`src/rtl/pong_ball_engine.sv`:
```
// pong_ball_engine: ball motion, wall/paddle collision, scoring and serve/game-over
// sequencing; every register advances only on a tick while game_state is play.
module pong_ball_engine #(
   parameter int          H_ACTIVE    = 640,
   parameter int          V_ACTIVE    = 480,
   parameter int          BALL_SIZE   = 16,
   parameter int          PADDLE_W    = 16,
   parameter int          PADDLE_H    = 80,
   parameter int          INIT_SPEED  = 1,
   parameter int          MAX_SPEED   = 4,
   parameter int          HITS_PER_UP = 4,
   parameter int          SERVE_TICKS = 60,
   parameter int          WIN_SCORE   = 9,
   parameter logic [11:0] BALL_RGB    = 12'hFFF
) (
   input  logic        clk,
   input  logic        reset,
   input  logic        tick,
   input  logic [9:0]  x,
   input  logic [9:0]  y,
   input  logic [9:0]  x_paddle1,
   input  logic [9:0]  y_paddle1,
   input  logic [9:0]  x_paddle2,
   input  logic [9:0]  y_paddle2,
   input  logic [1:0]  game_state,
   output logic        ball_on,
   output logic [11:0] rgb_ball,
   output logic [9:0]  x_ball,
   output logic [9:0]  y_ball,
   output logic [3:0]  p1_score,
   output logic [3:0]  p2_score,
   output logic        point_pulse,
   output logic        hit_pulse,
   output logic        game_over,
   output logic [1:0]  winner
);
   localparam logic [1:0] S_SERVE = 2'd0, S_PLAY = 2'd1, S_POINT = 2'd2, S_OVER = 2'd3;
   localparam int CW = $clog2(SERVE_TICKS + 1);
   localparam int HW = $clog2(HITS_PER_UP + 1);
   localparam logic signed [11:0] L_Z   = 12'sd0;
   localparam logic signed [11:0] L_HB  = 12'(BALL_SIZE / 2);
   localparam logic signed [11:0] L_HW  = 12'(PADDLE_W / 2);
   localparam logic signed [11:0] L_HH  = 12'(PADDLE_H / 2);
   localparam logic signed [11:0] L_HM1 = 12'(H_ACTIVE - 1);
   localparam logic signed [11:0] L_VM1 = 12'(V_ACTIVE - 1);
   localparam logic [9:0] L_XC   = 10'(H_ACTIVE / 2);
   localparam logic [9:0] L_YC   = 10'(V_ACTIVE / 2);
   localparam logic [3:0] L_WIN  = 4'(WIN_SCORE);
   localparam logic [2:0] L_INIT = 3'(INIT_SPEED);
   localparam logic [2:0] L_MAX  = 3'(MAX_SPEED);

   logic [1:0]    r_state;
   logic [CW-1:0] r_cnt;
   logic [HW-1:0] r_hits;
   logic [9:0]    r_xb, r_yb;
   logic [2:0]    r_spd;
   logic [3:0]    r_p1, r_p2;
   logic [1:0]    r_winner;
   logic          r_dxn, r_dyn, r_hit, r_point;
   logic          w_adv, w_serve_done, w_top, w_bot, w_hit1, w_hit2, w_hit;
   logic          w_miss_l, w_miss_r, w_win, w_hits_wrap;
   logic [2:0]    w_spd_up;
   logic [3:0]    w_p1_inc, w_p2_inc;
   logic signed [11:0] w_x, w_y, w_spd, w_nx, w_ny, w_ny_c, w_nx_c;
   logic signed [11:0] w_p1x, w_p1y, w_p2x, w_p2y, w_bx, w_by;

   // All geometry is 12-bit signed so edge and paddle-face terms can go negative safely.
   assign w_adv        = tick && (game_state == 2'b01);
   assign w_serve_done = r_cnt == CW'(SERVE_TICKS - 1);
   assign w_x    = {2'b00, r_xb};
   assign w_y    = {2'b00, r_yb};
   assign w_spd  = {9'd0, r_spd};
   assign w_p1x  = {2'b00, x_paddle1};
   assign w_p1y  = {2'b00, y_paddle1};
   assign w_p2x  = {2'b00, x_paddle2};
   assign w_p2y  = {2'b00, y_paddle2};
   assign w_nx   = r_dxn ? w_x - w_spd : w_x + w_spd;
   assign w_ny   = r_dyn ? w_y - w_spd : w_y + w_spd;
   assign w_top  = (w_ny - L_HB) <= L_Z;
   assign w_bot  = (w_ny + L_HB) >= L_VM1;
   assign w_ny_c = w_top ? L_HB : w_bot ? L_VM1 - L_HB : w_ny;
   assign w_hit1 = r_dxn && ((w_nx - L_HB) <= (w_p1x + L_HW)) && ((w_x - L_HB) > (w_p1x + L_HW)) &&
                   ((w_ny_c - L_HB) <= (w_p1y + L_HH)) && ((w_ny_c + L_HB) >= (w_p1y - L_HH));
   assign w_hit2 = !r_dxn && ((w_nx + L_HB) >= (w_p2x - L_HW)) && ((w_x + L_HB) < (w_p2x - L_HW)) &&
                   ((w_ny_c - L_HB) <= (w_p2y + L_HH)) && ((w_ny_c + L_HB) >= (w_p2y - L_HH));
   assign w_hit    = w_hit1 || w_hit2;
   assign w_miss_l = !w_hit && ((w_nx - L_HB) <= L_Z);
   assign w_miss_r = !w_hit && !w_miss_l && ((w_nx + L_HB) >= L_HM1);
   assign w_nx_c   = w_hit1 ? w_p1x + L_HW + L_HB : w_hit2 ? w_p2x - L_HW - L_HB : w_nx;
   assign w_hits_wrap = r_hits == HW'(HITS_PER_UP - 1);
   assign w_spd_up = (r_spd < L_MAX) ? r_spd + 3'd1 : r_spd;
   assign w_p1_inc = (r_p1 < L_WIN) ? r_p1 + 4'd1 : r_p1;
   assign w_p2_inc = (r_p2 < L_WIN) ? r_p2 + 4'd1 : r_p2;
   assign w_win    = (r_p1 == L_WIN) || (r_p2 == L_WIN);

   always_ff @(posedge clk or negedge reset) begin
      if (!reset) begin
         r_state  <= S_SERVE;
         r_cnt    <= '0;
         r_hits   <= '0;
         r_xb     <= L_XC;
         r_yb     <= L_YC;
         r_dxn    <= 1'b0;
         r_dyn    <= 1'b1;
         r_spd    <= L_INIT;
         r_p1     <= '0;
         r_p2     <= '0;
         r_hit    <= 1'b0;
         r_point  <= 1'b0;
         r_winner <= 2'b00;
      end else begin
         r_hit   <= 1'b0;
         r_point <= 1'b0;
         if (w_adv) begin
            case (r_state)
               S_SERVE: begin
                  r_cnt   <= w_serve_done ? '0 : r_cnt + 1'b1;
                  r_state <= w_serve_done ? S_PLAY : S_SERVE;
               end
               S_PLAY: begin
                  r_xb  <= 10'(w_nx_c);
                  r_yb  <= 10'(w_ny_c);
                  r_dyn <= w_top ? 1'b0 : w_bot ? 1'b1 : r_dyn;
                  // A paddle hit takes priority over a miss detected in the same tick.
                  if (w_hit) begin
                     r_hit  <= 1'b1;
                     r_dxn  <= w_hit2;
                     r_hits <= w_hits_wrap ? '0 : r_hits + 1'b1;
                     r_spd  <= w_hits_wrap ? w_spd_up : r_spd;
                  end else if (w_miss_l || w_miss_r) begin
                     r_point <= 1'b1;
                     r_state <= S_POINT;
                     r_dxn   <= w_miss_l;
                     r_p1    <= w_miss_r ? w_p1_inc : r_p1;
                     r_p2    <= w_miss_l ? w_p2_inc : r_p2;
                  end
               end
               S_POINT: begin
                  r_xb     <= L_XC;
                  r_yb     <= L_YC;
                  r_spd    <= L_INIT;
                  r_hits   <= '0;
                  r_state  <= w_win ? S_OVER : S_SERVE;
                  r_winner <= !w_win ? 2'b00 : (r_p1 == L_WIN) ? 2'b01 : 2'b10;
               end
               default: ;
            endcase
         end
      end
   end

   assign w_bx        = {2'b00, x} - w_x;
   assign w_by        = {2'b00, y} - w_y;
   assign ball_on     = (w_bx <= L_HB) && (w_bx >= -L_HB) && (w_by <= L_HB) && (w_by >= -L_HB);
   assign rgb_ball    = BALL_RGB;
   assign x_ball      = r_xb;
   assign y_ball      = r_yb;
   assign p1_score    = r_p1;
   assign p2_score    = r_p2;
   assign point_pulse = r_point;
   assign hit_pulse   = r_hit;
   assign game_over   = r_state == S_OVER;
   assign winner      = r_winner;
endmodule

```
`config.mk`:
```
export PLATFORM = sky130hd
export DESIGN_NAME = pong_ball_engine
export DESIGN_NICKNAME = d
export VERILOG_FILES = /design/src/rtl/pong_ball_engine.sv
export SDC_FILE = /design/constraint.sdc
export NUM_CORES = 1
export LEC_CHECK = 0
export ABC_AREA = 0
export CORE_MARGIN = 2
export CORE_UTILIZATION = 58
export CTS_BUF_LIST = sky130_fd_sc_hd__clkbuf_16
export CTS_CLUSTER_SIZE = 12
export DETAILED_ROUTE_END_ITERATION = 8
export PLACE_DENSITY = 0.92
export SETUP_SLACK_MARGIN = 0.02
export SYNTH_ARGS = -nofsm -noshare
export SYNTH_HDL_FRONTEND = slang
export SYNTH_SLANG_ARGS = --single-unit
```
`constraint.sdc`:
```
create_clock -name clk -period 9.15 [get_ports clk]
set_input_delay 1.3725 -clock clk [delete_from_list [all_inputs] [get_ports clk]]
set_output_delay 1.3725 -clock clk [all_outputs]
set_load 0.005 [all_outputs]
```
==> summary.md <==
| Metric | Value |
|---|---|
| Status | complete, no violations |
| Clock Skews | 0.00779 ns |
| Hold Buf Count CTS | 0 |
| Largest net degree at the start of global routing | 49 |
| Crit path DAT | 8.16 ns |
| Starting Density | 0.596 |
| Power Dens Cells | 290 nW/µm² |
| Cells on Worst Hold Path | 1 |
| Asr flop ratio synth | 1.00 |
| Die H | 124 µm |
| H-tree lvl count | 2 |
| Yosys reg bits | 48 |
| Critical Path Start Type | register |
| Worst R2R Setup Slack | 1.17 ns |
| Final GP Congestion | 1.06 |
| End of the worst register-to-register path | p2_score[1]$_DFFE_PN0P_ |
| CTS tree | done |
| ANT cells | 0 |
| DR pass1 iterations | 9 |
| Sequential share of power | 0.135 |
| EDFF count, synth | 0 |
| Antenna violations before repair | 0 |
| Yosys warning count | 0 |
| Total GRT Usage | 0.321 |
| Via count | 8,243 |
| CTS Buf Count | 5 |
| Final-report setup violation count | 0 |
| Die ar. | 15,300 µm² |
| Worst vdd rail ir drop | 0.000287 V |
| GRT Residual Overflow | 0 |
| Critical path fanouts, max | 25 |
| Clk_lat worst skew | 0.29 ns |
| Hold Path Sink | winner[0]$_DFFE_PN0P_ |
| Fmax | 125 MHz |
| Synth top area cells | ha_1 22%, dfrtp_1 12%, xnor2_1 7.8% |
| Vias per cell | 6.35 |
| Slew @ Worst Pin | 1.12 ns |
| DP Wirelength | 19.5 mm |
| Clk network pwr share | 0.090 |
| Post-synthesis cell count | 1,035 |
| Global-route wire length before repair | 39.0 mm |
| Synthesis-to-finish area growth | 15.0% |
| R2r startpoint | r_spd[1]$_DFFE_PN0P_ |
| Mean Syn Cell Area | 8.03 µm² |
| Worst Hold Class | reg2reg |
| RSZ-0062 raised after global routing | no |
| Post-layout net count | 1,329 |
| Synthesized cell area | 8310 µm² |
| Worst min-delay path startpoint | winner[0]$_DFFE_PN0P_ |
| R2R depth | 27 |
| Switching pwr | 1.45 mW |
| Die Wd | 124 µm |
| Drt wl/cell | 18.8 µm |
| Hold WS | 0.519 ns |
| Clock-pin slew on the worst setup and hold paths | 0.07 ns |
| Number of distinct library cells after synthesis | 88 |
| Rel. slew slack | 0.254 |
| Register area share after synthesis | 0.146 |
| Final wirelength | 24.3 mm |
| Longest Clk Path Bufs | 2 |
| Num ports | 111 |
| Area share of the largest cell type after synthesis | 0.215 |
| Fin Setup TNS | 0 ns |
| Cell Int Power | 1.32 mW |
| Root Driver | clkbuf_16 |
| Core area | 13,900 µm² |
| PortBufs | 98 |
| Row cnt | 43 |
| Share of cells above drive strength 1 | 0.0519 |
| Leakage Power | 4.19 nW |
| Leading area contributor after synthesis | ha_1 |
| Period utilization | 0.872 |
| Hold Vio Cnt, Final | 0 |
| Sw frac | 0.522 |
| WS Path Type | reg2reg |
| CP endpoint kind | register |
| Pins over their slew limit | 0 |
| Max-Cap Viols | 0 |
| Min Tclk post-route | 7.98 ns |
| Gate power share | 0.775 |
| Sink Count | 48 |
| DRC Markers | 0 |
| Drt initial violations | 826 |
| Post-synth top flop | dfrtp_1 |
| Post_cts resized | 0 |
| Vias in the first global route | 7,949 |
| Antenna viol nets, final | 0 |
| CP Data Required Time | 9.33 ns |
| Post-CTS Setup Repair Bufs | 0 |
worst max-delay path, cell delays in order, from the launching register on:
cell       delay, ns
dfrtp_1         0.50
inv_1           0.20
ha_1            0.34
nor3b_1         0.49
nor3_2          0.18
a2111oi_4       0.58
ha_1            0.23
nand2b_1        0.05
nor4_1          0.27
nand4_1         0.13
a31oi_1         0.23
nor2_1          0.08
a31o_2          0.36
a21o_1          0.25
inv_1           0.12
ha_1            0.38
nand3_1         0.12
o21a_1          0.20
o32a_1          0.32
ha_1            0.32
nand4_1         0.10
nor2_1          0.04
a41oi_1         0.30
o211ai_1        0.17
o221ai_2        0.89
and3_1          0.48
nand3_2         0.16
mux2_1          0.34
area by class of cell:
type | count | area, µm²
multi-input combinational | 873 | 6600
fill | 1102 | 4380
sequential | 48 | 1210
timing repair buffer | 100 | 991
inverter | 89 | 334
tap | 180 | 225
clock buffer | 5 | 125
clock inverter | 3 | 68.8
synth_stat cells (15+ instances only):
library cell	n
ha_1	143
inv_1	88
xnor2_1	74
nor2_1	65
nand2_1	64
a21oi_1	61
o21ai_0	57
dfrtp_1	40
nand3_1	34
xor2_1	31
nor3_1	27
and3_1	20
nand4_1	19
clkbuf_1	18
nand2b_1	16
a21o_1	15
stage by stage:
stage | setup slack (ns) | total power [mW] | cell area, µm² | utilization | cells
after detailed placement | 1.48 | 2.45 | 9360 | 0.672 | 1290
final | 1.17 | 2.77 | 9550 | 0.685 | 1298
after global placement | 1.75 | 2.38 | 9360 | 0.672 | 1290
after CTS | 1.36 | 2.71 | 9550 | 0.685 | 1298
after floorplan | 2.57 | 1.86 | 8360 | - | 1049
after global routing | 0.615 | 3.01 | 9550 | 0.685 | 1298
layout by cell type (no fill, tap or decap), drive strengths merged, types with 5 or more instances in the layout:
cell | netlist | layout
and2 | 6 | 6
nor4 | 11 | 11
nand4 | 19 | 19
o211ai | 9 | 9
o31ai | 5 | 5
nand2b | 16 | 16
a22oi | 5 | 5
o21ai | 57 | 57
nor2b | 14 | 14
xor2 | 31 | 31
a211oi | 10 | 10
nand3b | 7 | 7
nand3 | 36 | 36
mux2i | 7 | 7
a2111oi | 5 | 5
xnor2 | 74 | 74
nand2 | 64 | 64
or4 | 8 | 8
and3 | 20 | 20
nor3 | 29 | 29
dfstp | 8 | 8
ha | 143 | 143
clkbuf | 18 | 5
a31oi | 12 | 12
or2 | 5 | 5
o21a | 14 | 14
inv | 88 | 89
clkdlybuf4s50 | 0 | 97
a21oi | 63 | 63
nor4b | 5 | 5
mux2 | 10 | 10
dfrtp | 40 | 40
conb | 2 | 16
a21o | 15 | 15
o22ai | 13 | 13
nor2 | 65 | 65
power groups by stage:
stage | sequential (mW) | clock, mW | combinational (mW)
2_1_floorplan | 0.327 | 0 | 1.54
3_3_place_gp | 0.367 | 0 | 2.02
3_5_place_dp | 0.369 | 0 | 2.08
4_1_cts | 0.368 | 0.246 | 2.10
5_1_grt | 0.380 | 0.256 | 2.37
6_report | 0.374 | 0.249 | 2.15
worst max path at each step:
stage | from | endpoint | slack [ns]
4_1_cts | r_spd[1]$_DFFE_PN0P_ | p2_score[1]$_DFFE_PN0P_ | 1.36
3_3_place_gp | r_spd[1]$_DFFE_PN0P_ | p2_score[1]$_DFFE_PN0P_ | 1.75
3_5_place_dp | r_spd[1]$_DFFE_PN0P_ | p2_score[1]$_DFFE_PN0P_ | 1.48
2_1_floorplan | r_spd[1]$_DFFE_PN0P_ | p2_score[1]$_DFFE_PN0P_ | 2.57
6_report | r_spd[1]$_DFFE_PN0P_ | p2_score[1]$_DFFE_PN0P_ | 1.17
5_1_grt | r_spd[1]$_DFFE_PN0P_ | p1_score[1]$_DFFE_PN0P_ | 0.61
per-layer routing:
metal	track usage	part of all wire	up-vias
li1	-	-	3912
met1	0.398	0.40	3829
met3	0.0472	0.080	85
met2	0.551	0.48	417
met5	0	0	-
met4	0.140	0.043	0
kinds of logic (layout without fill, tap and decap cells):
family          Yosys count  in the layout  share of synthesized area
mux                      17             17                     0.0220
other cells               2             16                   0.000904
buf+inv                 128            197                     0.0667
simple gates            330            330                      0.214
flops                    48             48                      0.146
fa+ha+maj               147            147                      0.225
compound gates          258            258                      0.215
xor+xnor                105            105                      0.111
registers in the layout, summed over array words and instances, names as in the netlist:
signal       cells
r_hits           3
r_dxn            1
point_pulse      1
r_cnt            6
y_ball          10
p2_score         4
hit_pulse        1
r_state          2
r_spd            3
p1_score         4
winner           2
x_ball          10
r_dyn            1
No activity file was read; power rests on OpenSTA's default activity.
